==> src/rtl/mvm_row_accum.sv <==
// mvm_row_accum
// Sums the per-chunk partial dot products coming from dot8 into one row sum
// per matrix row. Completed row sums go into a small first-word-fall-through
// FIFO, which drives a valid/ready stream toward the output vector writer.
//
// Ports
//   clk, rst            clock, synchronous active-high reset
//   start               job start pulse (honoured only in IDLE)
//   num_chunks          chunks per row, sampled on an accepted start
//   num_rows            rows per job, sampled on an accepted start
//   in_result/in_valid  signed partial sums from dot8 (no backpressure)
//   out_data/out_valid/out_ready/out_last
//                       row-sum stream; out_last marks the job's final row
//   busy                job in progress (RUN or DRAIN)
//   done                one-cycle job completion pulse
//   overflow            sticky: a completed row was dropped on a full FIFO
//
// state | meaning
// ------+--------------------------------------------------------------
// IDLE  | waiting for start; FIFO is always empty here
// RUN   | accumulating chunks, pushing one sum per completed row
// DRAIN | all rows accounted for; waiting for the FIFO to empty
module mvm_row_accum #(
    parameter int IWIDTH     = 32,
    parameter int OWIDTH     = 32,
    parameter int MAX_CHUNKS = 16,
    parameter int MAX_ROWS   = 256,
    parameter int FIFO_DEPTH = 4,
    localparam int CW = $clog2(MAX_CHUNKS + 1),
    localparam int RW = $clog2(MAX_ROWS + 1)
) (
    input  logic              clk,
    input  logic              rst,
    input  logic              start,
    input  logic [CW-1:0]     num_chunks,
    input  logic [RW-1:0]     num_rows,
    input  logic [IWIDTH-1:0] in_result,
    input  logic              in_valid,
    output logic [OWIDTH-1:0] out_data,
    output logic              out_valid,
    input  logic              out_ready,
    output logic              out_last,
    output logic              busy,
    output logic              done,
    output logic              overflow
);

    localparam int PW = $clog2(FIFO_DEPTH);
    localparam int NW = $clog2(FIFO_DEPTH + 1);

    typedef enum logic [1:0] {IDLE, RUN, DRAIN} state_t;

    state_t                    state;
    logic [CW-1:0]             cfg_chunks_m1;
    logic [RW-1:0]             cfg_rows_m1;
    logic [CW-1:0]             chunk_cnt;
    logic [RW-1:0]             row_cnt;
    logic signed [OWIDTH-1:0]  acc;
    logic                      done_q;

    logic [OWIDTH-1:0]         mem_data [FIFO_DEPTH];
    logic                      mem_last [FIFO_DEPTH];
    logic [PW-1:0]             wr_ptr;
    logic [PW-1:0]             rd_ptr;
    logic [NW-1:0]             count;

    logic signed [OWIDTH-1:0]  ext;
    logic signed [OWIDTH-1:0]  sum;
    logic                      cfg_ok;
    logic                      chunk_end;
    logic                      row_final;
    logic                      fifo_full;
    logic                      pop;
    logic                      push_ok;
    logic                      drop;

    assign ext       = OWIDTH'(signed'(in_result));
    assign sum       = acc + ext;
    assign cfg_ok    = (num_chunks != '0) && (num_chunks <= CW'(MAX_CHUNKS)) &&
                       (num_rows != '0) && (num_rows <= RW'(MAX_ROWS));
    assign chunk_end = (state == RUN) && in_valid && (chunk_cnt == cfg_chunks_m1);
    assign row_final = (row_cnt == cfg_rows_m1);
    assign fifo_full = (count == NW'(FIFO_DEPTH));
    assign pop       = (count != '0) && out_ready;
    // A pop in the same cycle frees the slot, so a full FIFO still accepts.
    assign push_ok   = chunk_end && (!fifo_full || pop);
    assign drop      = chunk_end && fifo_full && !pop;

    assign out_valid = (count != '0);
    assign out_data  = mem_data[rd_ptr];
    assign out_last  = out_valid && mem_last[rd_ptr];
    assign busy      = (state != IDLE);
    // Completion coincides with the handshake of the final entry, which
    // depends on out_ready in the same cycle; other completions are registered.
    assign done      = done_q || ((state == DRAIN) && pop && (count == NW'(1)));

    always_ff @(posedge clk) begin
        if (rst) begin
            state         <= IDLE;
            cfg_chunks_m1 <= '0;
            cfg_rows_m1   <= '0;
            chunk_cnt     <= '0;
            row_cnt       <= '0;
            acc           <= '0;
            done_q        <= 1'b0;
            overflow      <= 1'b0;
            wr_ptr        <= '0;
            rd_ptr        <= '0;
            count         <= '0;
            for (int i = 0; i < FIFO_DEPTH; i++) begin
                mem_data[i] <= '0;
                mem_last[i] <= 1'b0;
            end
        end else begin
            done_q <= 1'b0;
            case (state)
                IDLE: begin
                    if (start) begin
                        if (cfg_ok) begin
                            state         <= RUN;
                            cfg_chunks_m1 <= num_chunks - CW'(1);
                            cfg_rows_m1   <= num_rows - RW'(1);
                            overflow      <= 1'b0;
                            acc           <= '0;
                            chunk_cnt     <= '0;
                            row_cnt       <= '0;
                        end else begin
                            done_q <= 1'b1;
                        end
                    end
                end
                RUN: begin
                    if (in_valid) begin
                        if (chunk_end) begin
                            acc       <= '0;
                            chunk_cnt <= '0;
                            row_cnt   <= row_cnt + RW'(1);
                            if (drop)
                                overflow <= 1'b1;
                            if (row_final)
                                state <= DRAIN;
                        end else begin
                            acc       <= sum;
                            chunk_cnt <= chunk_cnt + CW'(1);
                        end
                    end
                end
                DRAIN: begin
                    if (pop && (count == NW'(1))) begin
                        state <= IDLE;
                    end else if (count == '0) begin
                        state  <= IDLE;
                        done_q <= 1'b1;
                    end
                end
                default: state <= IDLE;
            endcase

            if (push_ok) begin
                mem_data[wr_ptr] <= sum;
                mem_last[wr_ptr] <= row_final;
                wr_ptr           <= wr_ptr + PW'(1);
            end
            if (pop)
                rd_ptr <= rd_ptr + PW'(1);

            case ({push_ok, pop})
                2'b10:   count <= count + NW'(1);
                2'b01:   count <= count - NW'(1);
                default: count <= count;
            endcase
        end
    end

endmodule

==> config.mk <==
export PLATFORM = sky130hd
export DESIGN_NAME = mvm_row_accum
export DESIGN_NICKNAME = d
export VERILOG_FILES = /design/src/rtl/mvm_row_accum.sv
export SDC_FILE = /design/constraint.sdc
export NUM_CORES = 1
export LEC_CHECK = 0
export BUFFER_PORTS_ARGS = -buffer_cell sky130_fd_sc_hd__buf_2
export CAP_MARGIN = 20
export CORE_ASPECT_RATIO = 1.1
export CORE_UTILIZATION = 45
export CTS_BUF_LIST = sky130_fd_sc_hd__clkbuf_4 sky130_fd_sc_hd__clkbuf_8
export CTS_CLUSTER_DIAMETER = 100
export CTS_CLUSTER_SIZE = 28
export DETAILED_ROUTE_END_ITERATION = 8
export SLEW_MARGIN = 30
export SYNTH_ARGS = -nofsm -noshare
export SYNTH_HDL_FRONTEND = slang
export SYNTH_SLANG_ARGS = --single-unit
==> constraint.sdc <==
create_clock -name clk -period 6.9 [get_ports clk]
set_input_delay 1.38 -clock clk [delete_from_list [all_inputs] [get_ports clk]]
set_output_delay 1.38 -clock clk [all_outputs]
set_load 0.03 [all_outputs]
==> flow_summary.toml <==
[worst_setup_path]
endpoint_kind = "flop"
worstPathRequired_ps = 7340
path_max_fanout = 32
worstPathArrival_ps = 4510
crit_type = "in -> reg"
start_kind = "input port"
rr_worst_depth = 9

[timing]
finalCritPeriodShare_pct = 59.1
tns_ps = 0
finClkSkew_ps = 27.7
relSlewSlack_pct = 45.0
worst_slack_ps = 2820
rsz0062_at_grt = "no"
setup_viol = 0
hold_viol = 0
max_freq_ghz = 0.245
slew_violations = 0
tightest_slew_ps = 823
period_minus_slack_ps = 4080

[routing]
antenna_left = 0
num_vias = 7874
drc = 0
dr.pass1.iters = 5
routed_via_density = 5.63
routed_wl_um = 26200
drt-wirelength-per-cell_um = 18.8
drt_iter0_markers = 717

[clocking]
cts_tree = "done"
ctsResizeCount = 0
clk_path_buf_depth = 3
clock_latency_ps = 520
cts_setup_buffers = 0
cts.htree.levels = 1
cts_sinks = 205
postCtsHoldBufs = 0
clk_pin_slew_ps = 160
cts_buffers = 11
cts_root_buf = "clkbuf_8"

[power_and_ir_drop]
p_total_mw = 2.56
power_density_mw_per_mm2 = 218
leakage_nw = 4.63
vdd_drop_max_v = 0.000109

[floorplan]
rows = 59
die_h_um = 165
fp.dieArea_sq_mm = 0.0248
pin_count = 88
die_x_um = 150
core_area_sq_mm = 0.0237
initial_utilization_pct = 46.0

[global_routing]
grt.met1_usage_pct = 31.0
antenna_found_initial = 0
gr-total-overflow = 0
grt_pass1_wl_um = 41600
grt_max_degree = 51
grt_usage_pct = 21.7
busiest_layer = "met2"
grt_pass1_vias = 7587
use_met2_pct = 36.2
met3_usage_pct = 2.28

[placed_design]
finalWeightedCongestion = 0.904
dp_hpwl_um = 18300
dp_slack_ps = 2230
portBuffers = 87

[logic_synthesis]
async_flop_share_pct = 0
syn_inst = 1039
synth_top_flop_cell = "edfxtp_1"
syn_nets = 1132
synth_area_sq_mm = 0.0109
yosysSeqAreaShare_pct = 49.8
synth-warning-count = 0
ys_ff_latch = 205
syn_avg_cell_area_sq_um = 10.5
synth_cell_types = 81
synth_edf_count = 132

[final_layout]
antenna_cells = 0
fillers = 2238
drive_above_1_share_pct = 16.8
seq_area_sq_mm = 0.00543
area_growth_pct = 7.74
final_nets = 1183
multiInputGateArea_sq_mm = 0.00512

[min_path]
whs_path_depth = 2
min_path_type = "reg -> reg"

[run_status]
outcome = "complete, no violations"

[job]
max_cap_viol_count = 0
-- state kept, by name, indices dropped and copies added, names as in the netlist, 2 cells and up, named ones only --
register       cells
wr_ptr             2
cfg_chunks_m1      5
rd_ptr             2
mem_data         128
chunk_cnt          5
acc               32
count              3
mem_last           4
row_cnt            9
state              2
cfg_rows_m1        9
-- area by class of cell --
cell class	count	share of cell area, %
flip-flops and latches	205	46.2
multi-input cells	748	43.7
repair buffers	97	4.35
well taps	305	3.25
clock buffers	13	1.42
inverters	27	0.864
clock inverters	3	0.213
-- critical path, cell delays in order --
cell	delay [ps]
buf_2	100
inv_1	50
ha_1	180
nor3b_1	140
xnor2_1	370
nand4_2	650
and2_1	630
buf_4	310
or3_4	470
o31ai_1	210
-- per-layer routing --
metal	up-vias	wire length [um]
met2	159	12500
li1	3890	-
met1	3800	12200
met4	0	330
met3	25	1120
met5	-	0
-- Yosys cell counts (11+ instances only) --
| cell type | instances | share of area [%] |
|---|---|---|
| nor2_1 | 179 | 6.2 |
| edfxtp_1 | 132 | 36 |
| dfxtp_1 | 73 | 13 |
| a21oi_1 | 66 | 3.0 |
| nand2_1 | 66 | 2.3 |
| nor3_1 | 57 | 2.6 |
| clkbuf_1 | 43 | 1.5 |
| ha_1 | 41 | 4.7 |
| mux4_2 | 33 | 6.8 |
| inv_1 | 27 | 0.93 |
| xor2_1 | 26 | 2.1 |
| o21ai_0 | 25 | 1.1 |
| xnor2_1 | 22 | 1.8 |
| nand3_1 | 21 | 0.96 |
| a21o_1 | 18 | 1.2 |
| or3_1 | 15 | 0.86 |
| nand4_1 | 13 | 0.75 |
| buf_2 | 11 | 0.51 |
-- worst paths after layout --
path / start / endpoint / slack [ps]
setup / recovery: num_chunks[0] / acc[19] / 2820
hold / removal: acc[10] / acc[10] / 470
setup reg to reg: state[1] / mem_data[2][17] / 3360
hold reg to reg: acc[10] / acc[10] / 470
-- cells by family (layout without fill, tap and decap cells) --
logic type | count (synthesis) | after routing | synth area share, %
XOR/XNOR | 49 | 49 | 4.07
adder cells (fa/ha/maj) | 42 | 42 | 4.89
AO/OA/AOI/OAI | 200 | 200 | 12.3
multiplexers | 36 | 36 | 7.10
AND/OR/NAND/NOR | 421 | 421 | 18.6
flip-flops | 205 | 205 | 49.8
buffers and inverters | 86 | 140 | 3.23
-- power breakdown --
group | switching [mW] | internal (mW)
sequential | 0.0231 | 1.35
clock | 0.377 | 0.167
combinational | 0.402 | 0.237
-- placed cells by master, fill, tap and decap left out, types with 4 or more instances in the layout --
cell type / n
nor2_1: 179
edfxtp_1: 132
buf_2: 87
dfxtp_1: 72
nand2_1: 66
a21oi_1: 66
nor3_1: 57
ha_1: 41
mux4_2: 33
inv_1: 27
xor2_1: 26
o21ai_0: 25
xnor2_1: 22
nand3_1: 21
a21o_1: 18
or3_1: 15
nand4_1: 13
clkbuf_8: 11
buf_4: 10
nand2b_1: 9
and3_1: 9
o21a_1: 9
and2_1: 9
a211oi_1: 7
a21boi_0: 7
or2_2: 6
o211ai_1: 6
nand3b_1: 5
a31oi_1: 5
o31ai_2: 5
a32oi_1: 5
o31ai_1: 4
a31o_2: 4
o21ai_1: 4
nor4_1: 4
-- metrics by stage --
step	utilization (%)	cells	cell area (sq um)	hold WS, ps
3_3_place_gp	48.7	1382	11500	443
5_1_grt	49.5	1398	11700	489
2_1_floorplan	-	1039	10900	429
3_5_place_dp	48.7	1382	11500	451
6_report	49.5	1398	11700	469
4_1_cts	49.5	1398	11700	473
Note: power is estimated with default switching activity, not from simulation.
